### src/rtl/bmp180_collector.sv
// BMP180 readout collector: gathers ID, calibration, temperature and pressure
// bytes streamed by an I2C master and commits them as decoded results.
module bmp180_collector #(
  parameter logic [7:0] ID_EXPECTED = 8'h55
) (
  input  logic        clk,
  input  logic        reset,
  input  logic        arm,
  input  logic [1:0]  mode,
  input  logic [1:0]  oss,
  input  logic        abort,
  input  logic        received,
  input  logic [7:0]  datareceive,
  input  logic [3:0]  cal_sel,
  output logic        busy,
  output logic        done,
  output logic [7:0]  chip_id,
  output logic        id_ok,
  output logic [15:0] ut,
  output logic [18:0] up,
  output logic        cal_valid,
  output logic [15:0] cal_word,
  output logic        err
);

  typedef enum logic [1:0] {StIdle, StCollect, StDone} state_e;

  localparam logic [1:0] ModeId    = 2'd0;
  localparam logic [1:0] ModeCal   = 2'd1;
  localparam logic [1:0] ModeTemp  = 2'd2;
  localparam logic [1:0] ModePress = 2'd3;

  state_e      state_q;
  logic [1:0]  mode_q;
  logic [1:0]  oss_q;
  logic [4:0]  cnt_q;
  logic [7:0]  b0_q;
  logic [7:0]  b1_q;
  logic [7:0]  cal_mem [22];

  logic [4:0]  last_idx;
  logic        is_last;
  logic        take_byte;
  logic [23:0] press_raw;
  logic [23:0] press_shift;
  logic [3:0]  shamt;
  logic [4:0]  idx_hi;
  logic [4:0]  idx_lo;

  // Index of the final byte for the latched capture type.
  always_comb begin
    last_idx = 5'd0;
    unique case (mode_q)
      ModeId:    last_idx = 5'd0;
      ModeCal:   last_idx = 5'd21;
      ModeTemp:  last_idx = 5'd1;
      ModePress: last_idx = 5'd2;
      default:   last_idx = 5'd0;
    endcase
  end

  assign is_last   = (cnt_q == last_idx);
  assign take_byte = (state_q == StCollect) && !abort && received;

  // Final pressure byte is still on the bus when the result is committed.
  assign press_raw   = {b0_q, b1_q, datareceive};
  assign shamt       = 4'd8 - {2'b00, oss_q};
  assign press_shift = press_raw >> shamt;

  // Capture FSM with registered status and result outputs.
  always_ff @(posedge clk) begin
    if (reset) begin
      state_q   <= StIdle;
      mode_q    <= ModeId;
      oss_q     <= 2'd0;
      cnt_q     <= 5'd0;
      b0_q      <= 8'h00;
      b1_q      <= 8'h00;
      busy      <= 1'b0;
      done      <= 1'b0;
      chip_id   <= 8'h00;
      id_ok     <= 1'b0;
      ut        <= 16'h0000;
      up        <= 19'h00000;
      cal_valid <= 1'b0;
      err       <= 1'b0;
    end else begin
      unique case (state_q)
        StIdle: begin
          done <= 1'b0;
          if (arm) begin
            // A byte arriving alongside an accepted arm is dropped silently.
            state_q <= StCollect;
            mode_q  <= mode;
            oss_q   <= oss;
            cnt_q   <= 5'd0;
            err     <= 1'b0;
            busy    <= 1'b1;
            if (mode == ModeCal) cal_valid <= 1'b0;
          end else if (received) begin
            err <= 1'b1;
          end
        end
        StCollect: begin
          if (abort) begin
            state_q <= StIdle;
            busy    <= 1'b0;
          end else if (received) begin
            cnt_q <= cnt_q + 5'd1;
            if (cnt_q == 5'd0) b0_q <= datareceive;
            if (cnt_q == 5'd1) b1_q <= datareceive;
            if (is_last) begin
              state_q <= StDone;
              busy    <= 1'b0;
              done    <= 1'b1;
              unique case (mode_q)
                ModeId: begin
                  chip_id <= datareceive;
                  id_ok   <= (datareceive == ID_EXPECTED);
                end
                ModeCal:   cal_valid <= 1'b1;
                ModeTemp:  ut <= {b0_q, datareceive};
                ModePress: up <= press_shift[18:0];
                default:   ;
              endcase
            end
          end
        end
        StDone: begin
          done    <= 1'b0;
          state_q <= StIdle;
          if (received) err <= 1'b1;
        end
        default: begin
          state_q <= StIdle;
          busy    <= 1'b0;
          done    <= 1'b0;
        end
      endcase
    end
  end

  // Calibration bytes go straight into the array; contents need no reset.
  always_ff @(posedge clk) begin
    if (!reset && take_byte && (mode_q == ModeCal) && (cnt_q < 5'd22)) begin
      cal_mem[cnt_q] <= datareceive;
    end
  end

  assign idx_hi = {cal_sel, 1'b0};
  assign idx_lo = {cal_sel, 1'b1};

  // Combinational calibration word lookup, zero when invalid or out of range.
  always_comb begin
    cal_word = 16'h0000;
    if (cal_valid && (cal_sel <= 4'd10)) begin
      cal_word = {cal_mem[idx_hi], cal_mem[idx_lo]};
    end
  end

endmodule

### config.mk
export PLATFORM = sky130hd
export DESIGN_NAME = bmp180_collector
export DESIGN_NICKNAME = d
export VERILOG_FILES = /design/src/rtl/bmp180_collector.sv
export SDC_FILE = /design/constraint.sdc
export NUM_CORES = 1
export LEC_CHECK = 0
export CAP_MARGIN = 20
export CORE_UTILIZATION = 40
export CTS_BUF_LIST = sky130_fd_sc_hd__clkbuf_16
export CTS_CLUSTER_DIAMETER = 150
export DETAILED_ROUTE_END_ITERATION = 12
export PLACE_DENSITY = 0.61
export SYNTH_ARGS = -nofsm -noshare
export SYNTH_HDL_FRONTEND = slang
export SYNTH_SLANG_ARGS = --single-unit
export TNS_END_PERCENT = 10
### constraint.sdc
create_clock -name clk -period 3.3 [get_ports clk]
set_input_delay 0.66 -clock clk [delete_from_list [all_inputs] [get_ports clk]]
set_output_delay 0.66 -clock clk [all_outputs]
set_load 0.005 [all_outputs]
==> impl_metrics.env, run 1 <==
export IMPL_routed_wirelength_um=25900
export IMPL_synthDominantAreaCellType="sky130_fd_sc_hd__edfxtp_1"
export IMPL_r2r_setup_slack_ns=0.96
export IMPL_synthCells=754
export IMPL_timing_final_max_slew_violations=0
export IMPL_timing_clock_skew_ns=0.0169
export IMPL_total_i_o_pin_count=85
export IMPL_finalNetCount=901
export IMPL_initial_core_util_pct=41.0
export IMPL_critical_path_arrival_ns=2.57
export IMPL_syn_cell_area_um2=10700
export IMPL_run_status="complete, but fails checks"
export IMPL_ir_worst_vdd_mv=0.371
export IMPL_final_hold_worst_slack_ns=0.467
export IMPL_coreArea_um2=26200
export IMPL_synth_enable_flop_cells=176
export IMPL_top_signal_layer_used="met4"
export IMPL_synth_top_cell_area_share_pct=49.2
export IMPL_cts_tree="built"
export IMPL_clockRootBuffer="sky130_fd_sc_hd__clkbuf_16"
export IMPL_clk_pin_slew_worst_paths_ns=0.06
export IMPL_placementRows=59
export IMPL_insertedDiodeCount=0
export IMPL_placement_io_buffers=84
export IMPL_min_delay_path_class="reg -> reg"
export IMPL_maximum_net_fanout_on_the_critical_path=10
export IMPL_grt_first_pass_wirelength_um=40600
export IMPL_fmaxAchievable_mhz=310
export IMPL_clock_tree_buffer_depth=3
export IMPL_drc=4
export IMPL_dr_first_iter_drc_count=598
export IMPL_synth_top_cells_by_count="176 x sky130_fd_sc_hd__edfxtp_1, 76 x sky130_fd_sc_hd__nor2_1, 75 x sky130_fd_sc_hd__dfxtp_1, 71 x sky130_fd_sc_hd__a21oi_1, 53 x sky130_fd_sc_hd__mux2i_1"
export IMPL_wirelength_met1_um=11900
export IMPL_final_min_clock_period_ns=3.23
export IMPL_met3_wirelength_um=1480
export IMPL_worst_r2r_cell_count=7
export IMPL_dpl_cell_area_um2=12200
export IMPL_critical_path_end_type="primary output"
export IMPL_gr_total_overflow=0
export IMPL_p_per_area_nw_per_um2=525
export IMPL_height_of_the_chip_um=166
export IMPL_synth_ff_type="sky130_fd_sc_hd__edfxtp_1"
export IMPL_place_congestion=0.773
export IMPL_finished_layout_cell_area_um2=13200
export IMPL_synth_yosys_seq_area_share_pct=63.2
export IMPL_routedWlPerCell_um=21.1
export IMPL_p_leak_nw=4.48
export IMPL_fp_dieArea_um2=27500
export IMPL_worstSetupStartpointType="primary input"
export IMPL_fraction_of_final_layout_cells_sized_beyond_drive_strength_1_pct=20.4
export IMPL_floorplan_die_width_um=166
export IMPL_worstMarginPinSlew_ns=1.01
export IMPL_maximum_number_of_pins_on_one_net_before_global_route_repair=72
export IMPL_seq_area_um2=6790
export IMPL_synth_warnings=0
export IMPL_dpl_hpwl_um=16800
export IMPL_fin_total_pwr_mw=6.92
export IMPL_setup_slack_ns=0.0724
export IMPL_via_count=6719
export IMPL_synth_ff_latch_count=251
export IMPL_hold_path_startpoint="ut[0]$_SDFFE_PP0P_"
export IMPL_hold_path_depth=2
export IMPL_pre_cts_ws_ns=-0.0347
export IMPL_area_of_combinational_cells_with_multiple_inputs_um2=3690
export IMPL_wl_met2_um=12000
export IMPL_grt_antenna_before_repair=0
export IMPL_grt_setup_unrepaired="no"
export IMPL_failed_checks="DRC"
export IMPL_syn_avg_cell_area_um2=14.2
export IMPL_setup_viol_count_final=0
export IMPL_drv_cap=0
export IMPL_post_route_setup_tns_ns=0
export IMPL_fill_cells=2228
export IMPL_htree_num_levels=1
export IMPL_share_of_synthesized_registers_carrying_an_async_set_or_reset_pct=0
export IMPL_timing_final_hold_violations=0
export IMPL_routed_via_density=5.48
export IMPL_postCtsSetupRepairBufs=0
export IMPL_synth_most_common_cell="sky130_fd_sc_hd__edfxtp_1"
export IMPL_drt_antenna_violating_nets=0
export IMPL_synthesis_nets=784
export IMPL_timing_critical_path_required_ns=2.64
export IMPL_worstSetupStartpoint="cal_sel[0]"
export IMPL_synth_cell_type_count=51
export IMPL_syn_to_final_growth_pct=22.8
export IMPL_hold_path_end="ut[0]$_SDFFE_PP0P_"
export IMPL_first_global_vias=6809
export IMPL_ctsHoldBuffers=0
export IMPL_crit_reg2reg_capture="chip_id[6]$_SDFFE_PP0P_"
export IMPL_reg2reg_from="mode_q[1]$_SDFFE_PP0P_"
export IMPL_clock_sinks=251
export IMPL_slew_limit_headroom_pct=32.6
export IMPL_first_pass_iters=10
export IMPL_worst_skew_pair_late_latency_ns=0.53
export IMPL_grt_util_all_layers_pct=18.9
export IMPL_yosys_top_cells_area="sky130_fd_sc_hd__edfxtp_1 49%, sky130_fd_sc_hd__dfxtp_1 14%, sky130_fd_sc_hd__mux4_2 9.9%"
export IMPL_crit_type="in -> out"
export IMPL_numCtsBuffers=26
export IMPL_post_route_period_util_pct=97.8
-- sequential cells by signal, indices dropped and copies added, names as in the netlist, 2 cells and up --
register  flops
b1_q          8
b0_q          8
oss_q         2
ut           16
state_q       2
cnt_q         5
mode_q        2
chip_id       8
cal_mem     176
up           19
-- how the worst max path moves through the flow --
stage / end / slack (ns) / cells after the start
2_1_floorplan: cal_word[10] / 0.64 / 6
3_3_place_gp: cal_word[5] / -0.05 / 8
3_5_place_dp: cal_word[5] / -0.03 / 8
4_1_cts: cal_word[3] / 0.005 / 7
5_1_grt: cal_word[7] / 0.001 / 7
6_report: cal_word[5] / 0.07 / 8
-- critical path, stage by stage --
cell and delay (ns):
sky130_fd_sc_hd__buf_4 0.18, sky130_fd_sc_hd__buf_12 0.17, sky130_fd_sc_hd__mux4_2 0.54, sky130_fd_sc_hd__nor2b_1 0.16, sky130_fd_sc_hd__a211oi_2 0.23, sky130_fd_sc_hd__buf_4 0.14
sky130_fd_sc_hd__a211oi_1 0.04, sky130_fd_sc_hd__clkdlybuf4s50_1 0.44
-- where the power goes --
| part | leakage, nW | internal [mW] | switching [mW] |
|---|---|---|---|
| Combinational | 1.84 | 0.191 | 0.308 |
| Sequential | 2.19 | 3.38 | 0.0134 |
| Clock | 0.448 | 1.83 | 1.20 |
-- layout make-up --
| type | count | share of cell area [%] |
|---|---|---|
| clock inverter | 22 | 1.85 |
| timing repair buffer | 145 | 10.2 |
| sequential | 251 | 51.5 |
| tap | 335 | 3.18 |
| multi-input combinational | 433 | 28.0 |
| inverter | 14 | 0.398 |
| clock buffer | 26 | 4.93 |
-- layer usage --
| layer | up-vias | GRT usage [%] |
|---|---|---|
| met5 | - | 0 |
| met4 | 0 | 4.19 |
| met3 | 32 | 3.38 |
| met2 | 186 | 30.1 |
| met1 | 3330 | 27.1 |
| li1 | 3171 | - |
-- cells in the final DEF (no fill, tap or decap), drive strengths merged, types with 16 or more instances in the layout --
master,count
dfxtp,75
nor2b,16
o31ai,28
clkdlybuf4s50,81
a211oi,48
edfxtp,176
a21oi,71
clkbuf,28
nand3,33
mux4,47
inv,18
nor2,76
mux2i,53
buf,62
-- kinds of logic (layout without fill, tap and decap cells) --
| family | count (synthesis) | after routing | share of synthesized area, % |
|---|---|---|---|
| flip-flops | 251 | 251 | 63.2 |
| AO/OA/AOI/OAI | 160 | 160 | 10.4 |
| AND/OR/NAND/NOR | 159 | 159 | 7.31 |
| multiplexers | 100 | 100 | 14.8 |
| buffers and inverters | 70 | 207 | 2.90 |
| adder cells (fa/ha/maj) | 9 | 9 | 1.05 |
| XOR/XNOR | 5 | 5 | 0.408 |
-- stage by stage --
stage	cells	utilization [%]
after floorplan	754	-
after global placement	1177	46.7
after detailed placement	1177	46.7
after CTS	1225	50.2
after global routing	1226	50.3
final	1226	50.3
-- repair_timing --
| action | in CTS | in global routing |
|---|---|---|
| resized for setup | 3 | 6 |
| hold endpoints to repair | 0 | 0 |
| setup endpoints to repair | 3 | 11 |
| pin swaps | 0 | 1 |
| gates cloned | 0 | 1 |
Power figures use the tool's default switching activity.
==> inputs of run 2 (changes only) <==
- GPL_TIMING_DRIVEN: not set -> 0
==> run 2 against run 1 <==
Combinational power is 9.2% higher. Clock power is 6% lower. Sequential cell count stayed put. Largest cell class unchanged. Register-to-register slack worse by 0.70 ns. Cell area is 0.71% lower. Critical endpoint is now cal_word[2]. Total power is 1.9% lower. Maximum frequency is 2.8% lower. Die area stayed put. Core utilization is 0.36 points lower. Critical path depth is 1 lower. Sequential power hardly changed. The flow finishes with violations (DRC, setup timing). Hold slack better by 0.0032 ns.
==> impl_metrics.env, run 2 (synthesized netlist as in run 1, its figures left out) <==
export IMPL_largest_register="cal_mem"
export IMPL_dr_first_iter_drc_count=526
export IMPL_critical_path_end_type="primary output"
export IMPL_clockRootBuffer="sky130_fd_sc_hd__clkbuf_16"
export IMPL_total_i_o_pin_count=85
export IMPL_timing_final_max_slew_violations=0
export IMPL_worst_skew_pair_late_latency_ns=0.55
export IMPL_globalRouteMet2Util_pct=31.3
export IMPL_first_global_vias=6820
export IMPL_setup_slack_ns=-0.0205
export IMPL_syn_to_final_growth_pct=21.9
export IMPL_global_route_track_usage_on_met1_pct=26.7
export IMPL_finalNetCount=901
export IMPL_routed_wirelength_um=26700
export IMPL_worst_r2r_cell_count=8
export IMPL_drv_cap=0
export IMPL_drt_antenna_violating_nets=0
export IMPL_dpl_hpwl_um=18200
export IMPL_critical_path_arrival_ns=2.66
export IMPL_r2r_setup_slack_ns=0.26
export IMPL_grt_setup_unrepaired="yes"
export IMPL_grt_util_all_layers_pct=19.4
export IMPL_cts_tree="built"
export IMPL_fmaxAchievable_mhz=301
export IMPL_timing_critical_path_required_ns=2.64
export IMPL_maximum_number_of_pins_on_one_net_before_global_route_repair=28
export IMPL_place_congestion=0.805
export IMPL_crit_type="in -> out"
export IMPL_postCtsSetupRepairBufs=0
export IMPL_numCtsBuffers=27
export IMPL_post_route_period_util_pct=101
export IMPL_setup_viol_count_final=3
export IMPL_pre_cts_ws_ns=-0.508
export IMPL_gr_total_overflow=0
export IMPL_global_route_usage_met3_pct=3.50
export IMPL_p_per_area_nw_per_um2=518
export IMPL_setup_worst_path_end="cal_word[2]"
export IMPL_timing_final_hold_violations=0
export IMPL_initial_core_util_pct=41.0
export IMPL_ir_worst_vdd_mv=0.392
export IMPL_largest_reg_flops=176
export IMPL_coreArea_um2=26200
export IMPL_run_status="complete, but fails checks"
export IMPL_clock_tree_buffer_depth=3
export IMPL_worstMarginPinSlew_ns=0.985
export IMPL_fill_cells=2244
export IMPL_finalCoreUtilization_pct=50.0
export IMPL_crit_reg2reg_capture="up[8]$_SDFFE_PP0P_"
export IMPL_fraction_of_final_layout_cells_sized_beyond_drive_strength_1_pct=17.6
export IMPL_final_hold_worst_slack_ns=0.470
export IMPL_layout_cells_most_common="sky130_fd_sc_hd__edfxtp_1"
export IMPL_global_route_peak_usage_layer="met2"
export IMPL_final_min_clock_period_ns=3.32
export IMPL_area_of_combinational_cells_with_multiple_inputs_um2=3730
export IMPL_insertedDiodeCount=0
export IMPL_grt_first_pass_wirelength_um=40800
export IMPL_timing_clock_skew_ns=0.0210
export IMPL_grt_antenna_before_repair=0
export IMPL_slew_limit_headroom_pct=33.8
export IMPL_p_leak_nw=4.38
export IMPL_maximum_net_fanout_on_the_critical_path=10
export IMPL_placement_io_buffers=80
export IMPL_seq_area_um2=6790
export IMPL_layout_cells_most_common_list="176 x sky130_fd_sc_hd__edfxtp_1, 79 x sky130_fd_sc_hd__clkdlybuf4s50_1, 75 x sky130_fd_sc_hd__nor2_1, 75 x sky130_fd_sc_hd__dfxtp_1, 71 x sky130_fd_sc_hd__a21oi_1"
export IMPL_drc=4
export IMPL_min_delay_path_class="reg -> reg"
export IMPL_floorplan_die_width_um=166
export IMPL_reg_top3="cal_mem: 176 flops, up: 19 flops, ut: 16 flops"
export IMPL_placementRows=59
export IMPL_worstSetupStartpoint="cal_sel[0]"
export IMPL_height_of_the_chip_um=166
export IMPL_fin_total_pwr_mw=6.79
export IMPL_routedWlPerCell_um=21.8
export IMPL_worstSetupStartpointType="primary input"
export IMPL_fp_dieArea_um2=27500
export IMPL_clock_sinks=251
export IMPL_routed_via_density=5.52
export IMPL_reg2reg_from="oss_q[0]$_SDFFE_PP0P_"
export IMPL_clk_pin_slew_worst_paths_ns=0.06
export IMPL_via_count=6767
export IMPL_failed_checks="DRC, setup timing"
export IMPL_first_pass_iters=9
export IMPL_htree_num_levels=1
==> run 2: power breakdown <==
group	total (mW)	switching, mW	internal (mW)
combinational	0.545	0.337	0.207
clock	2.85	1.21	1.64
sequential	3.39	0.0114	3.38
total	6.79	1.56	5.22
==> run 2: worst max-delay path: stages <==
cell and delay [ns]:
sky130_fd_sc_hd__clkbuf_2 0.19, sky130_fd_sc_hd__buf_6 0.22, sky130_fd_sc_hd__mux4_2 0.55, sky130_fd_sc_hd__nor2b_1 0.16, sky130_fd_sc_hd__a211oi_2 0.29, sky130_fd_sc_hd__a211oi_1 0.10, sky130_fd_sc_hd__clkdlybuf4s50_1 0.48
==> run 2: layout make-up <==
cell class,instances,share of cell area [%]
Sequential cell,251,51.8
Inverter,14,0.401
Buffer,56,2.28
Timing Repair Buffer,88,7.48
Clock inverter,22,1.20
Clock buffer,27,5.16
Tap cell,335,3.20
Multi-Input combinational cell,433,28.5
==> run 2: repair_timing <==
item | in CTS | in global routing
pin swaps | 1 | 0
hold buffers | 0 | 0
setup endpoints to repair | 16 | 40
resized for setup | 24 | 15
==> run 2: stage by stage <==
step,area (um2),instances,TNS [ns]
after global placement,12000,1169,-50.22
after CTS,13000,1225,-0.157
final,13100,1226,-0.0326
after global routing,13100,1226,-0.843
after floorplan,10700,754,0
after detailed placement,12100,1176,-54.72
==> run 2: layer usage <==
metal  vias to the layer above  wire, um
met5                         -         0
met4                         0       732
met3                        49      1390
met2                       210     12500
met1                      3341     12100
li1                       3167         -
==> run 2: worst min path at each step <==
| stage | startpoint | end | slack [ns] | cells past startpoint |
|---|---|---|---|---|
| 2_1_floorplan | chip_id[0]$_SDFFE_PP0P_ | chip_id[0]$_SDFFE_PP0P_ | 0.46 | 2 |
| 5_1_grt | ut[11]$_SDFFE_PP0P_ | ut[11]$_SDFFE_PP0P_ | 0.48 | 2 |
| 3_5_place_dp | ut[2]$_SDFFE_PP0P_ | ut[2]$_SDFFE_PP0P_ | 0.46 | 2 |
| 6_report | err$_SDFFE_PP0P_ | err$_SDFFE_PP0P_ | 0.47 | 2 |
| 3_3_place_gp | err$_SDFFE_PP0P_ | err$_SDFFE_PP0P_ | 0.45 | 2 |
| 4_1_cts | ut[11]$_SDFFE_PP0P_ | ut[11]$_SDFFE_PP0P_ | 0.47 | 2 |
==> inputs of run 3 (changes only) <==
- CAP_MARGIN: 20 -> not set
==> run 3 against run 2 <==
The run ends with DRC left. Sequential cell count stayed put. Hold slack worse by 0.0021 ns. Core utilization is 0.58 points lower.
==> impl_metrics.env, run 3 (synthesized netlist as in run 1, its figures left out) <==
export IMPL_run_status="complete, but fails checks"
export IMPL_failed_checks="DRC"
export IMPL_p_per_area_nw_per_um2=529
export IMPL_syn_to_final_growth_pct=20.5
export IMPL_hold_path_end="err$_SDFFE_PP0P_"
export IMPL_final_hold_worst_slack_ns=0.468
export IMPL_timing_final_max_slew_violations=0
export IMPL_drc=4
export IMPL_routedWlPerCell_um=21.9
export IMPL_hold_path_depth=2
export IMPL_coreArea_um2=26200
export IMPL_fmaxAchievable_mhz=306
export IMPL_postCtsSetupRepairBufs=0
export IMPL_first_global_vias=6893
export IMPL_worstSetupStartpointType="primary input"
export IMPL_htree_num_levels=1
export IMPL_timing_clock_skew_ns=0.0163
export IMPL_r2r_setup_slack_ns=0.27
export IMPL_largest_reg_flops=176
export IMPL_setup_viol_count_final=0
export IMPL_ir_worst_vdd_mv=0.338
export IMPL_min_delay_path_class="reg -> reg"
export IMPL_worstMarginPinSlew_ns=1.43
export IMPL_insertedDiodeCount=0
export IMPL_drv_cap=0
export IMPL_largest_register="cal_mem"
export IMPL_fraction_of_final_layout_cells_sized_beyond_drive_strength_1_pct=17.6
export IMPL_floorplan_die_width_um=166
export IMPL_maximum_net_fanout_on_the_critical_path=10
export IMPL_reg2reg_from="oss_q[0]$_SDFFE_PP0P_"
export IMPL_clockRootBuffer="sky130_fd_sc_hd__clkbuf_16"
export IMPL_layout_cells_most_common_list="176 x sky130_fd_sc_hd__edfxtp_1, 75 x sky130_fd_sc_hd__dfxtp_1, 75 x sky130_fd_sc_hd__clkdlybuf4s50_1"
export IMPL_timing_final_hold_violations=0
export IMPL_slowest_stage="sky130_fd_sc_hd__mux4_2"
export IMPL_hold_path_startpoint="err$_SDFFE_PP0P_"
export IMPL_placementRows=59
export IMPL_maximum_number_of_pins_on_one_net_before_global_route_repair=32
export IMPL_dpl_hpwl_um=17300
export IMPL_dr_first_iter_drc_count=503
export IMPL_routed_wirelength_um=26700
export IMPL_p_leak_nw=4.30
export IMPL_initial_core_util_pct=41.0
export IMPL_cts_tree="built"
export IMPL_finalNetCount=894
export IMPL_numCtsBuffers=28
export IMPL_post_route_period_util_pct=99.1
export IMPL_clk_pin_slew_worst_paths_ns=0.06
export IMPL_worst_r2r_cell_count=8
export IMPL_reg_top3="cal_mem: 176 flops, up: 19 flops, ut: 16 flops"
export IMPL_height_of_the_chip_um=166
export IMPL_grt_setup_unrepaired="yes"
export IMPL_clock_sinks=251
export IMPL_routed_via_density=5.56
export IMPL_grt_util_all_layers_pct=19.6
export IMPL_finalCoreUtilization_pct=49.4
export IMPL_path_cells="clkbuf_4 -> buf_12 -> mux4_2 -> nor2b_1 -> a211oi_2 -> a211oi_1 -> clkdlybuf4s50_1"
export IMPL_timing_critical_path_required_ns=2.64
export IMPL_fp_dieArea_um2=27500
export IMPL_grt_first_pass_wirelength_um=41300
export IMPL_via_count=6782
export IMPL_total_i_o_pin_count=85
export IMPL_max_stage_delay_ns=0.54
export IMPL_critical_path_end_type="primary output"
export IMPL_crit_reg2reg_capture="up[8]$_SDFFE_PP0P_"
export IMPL_place_congestion=0.805
export IMPL_grt_antenna_before_repair=0
export IMPL_first_pass_iters=9
export IMPL_slew_limit_headroom_pct=4.15
export IMPL_drt_antenna_violating_nets=0
export IMPL_critical_path_arrival_ns=2.61
export IMPL_final_min_clock_period_ns=3.27
export IMPL_placement_io_buffers=80
export IMPL_gr_total_overflow=0
export IMPL_crit_type="in -> out"
export IMPL_clock_tree_buffer_depth=3
export IMPL_layout_cells_most_common="sky130_fd_sc_hd__edfxtp_1"
export IMPL_ctsHoldBuffers=0
export IMPL_worst_skew_pair_late_latency_ns=0.55
run 3: worst max-delay path, delay by kind of cell:
kind | cells | cell delay (ns)
mux | 1 | 0.54
compound gates | 2 | 0.41
simple gates | 1 | 0.16
buf+inv | 3 | 0.84
run 3: per-stage QoR:
| stage | setup slack [ns] | power (mW) | instances | TNS (ns) | cell area, um2 |
|---|---|---|---|---|---|
| 4_1_cts | -0.0399 | 6.89 | 1219 | -0.245 | 12900 |
| 2_1_floorplan | 0.636 | 3.77 | 754 | 0 | 10700 |
| 3_5_place_dp | -0.508 | 3.96 | 1169 | -53.79 | 12000 |
| 3_3_place_gp | -0.468 | 3.96 | 1169 | -50.22 | 12000 |
| 5_1_grt | -0.0452 | 7.07 | 1219 | -0.697 | 12900 |
| 6_report | 0.0300 | 6.85 | 1219 | 0 | 12900 |
run 3: power breakdown:
part | switching [mW] | leakage (nW) | internal [mW] | total (mW)
Combinational | 0.331 | 1.67 | 0.187 | 0.517
Clock | 1.24 | 0.445 | 1.70 | 2.94
Sequential | 0.0118 | 2.19 | 3.38 | 3.39
Total | 1.58 | 4.30 | 5.26 | 6.85
run 3: repair_timing:
item / CTS / global route
hold endpoints to repair: 0 / 0
setup endpoints to repair: 16 / 48
cloned: 0 / 0
pin swaps: 0 / 2
gates resized for setup: 25 / 21
run 3: cell type report:
type / instances / area [um2]
Sequential cell: 251 / 6790
Buffer: 56 / 320
Clock inverter: 22 / 170
Clock buffer: 28 / 701
Fill cell: 2261 / 13300
Timing Repair Buffer: 80 / 779
Inverter: 14 / 52.6
Tap cell: 335 / 419
Multi-Input combinational cell: 433 / 3710
run 3: per-layer routing:
metal  GRT usage (%)  routed length, um
met1            27.7              12400
met3            3.12               1290
met4            5.81                628
met2            31.3              12400
met5               0                  0
run 3: worst max path at each step:
stage	startpoint	endpoint	slack [ns]	depth (start not counted)
CTS	cal_sel[0]	cal_word[12]	-0.04	7
floorplan	cal_sel[0]	cal_word[10]	0.64	6
global placement	cal_sel[2]	cal_word[10]	-0.47	6
detailed placement	cal_sel[1]	cal_word[7]	-0.51	6
global route	received	cal_mem[9][1]$_DFFE_PP_	-0.05	5
finish	cal_sel[0]	cal_word[2]	0.03	7
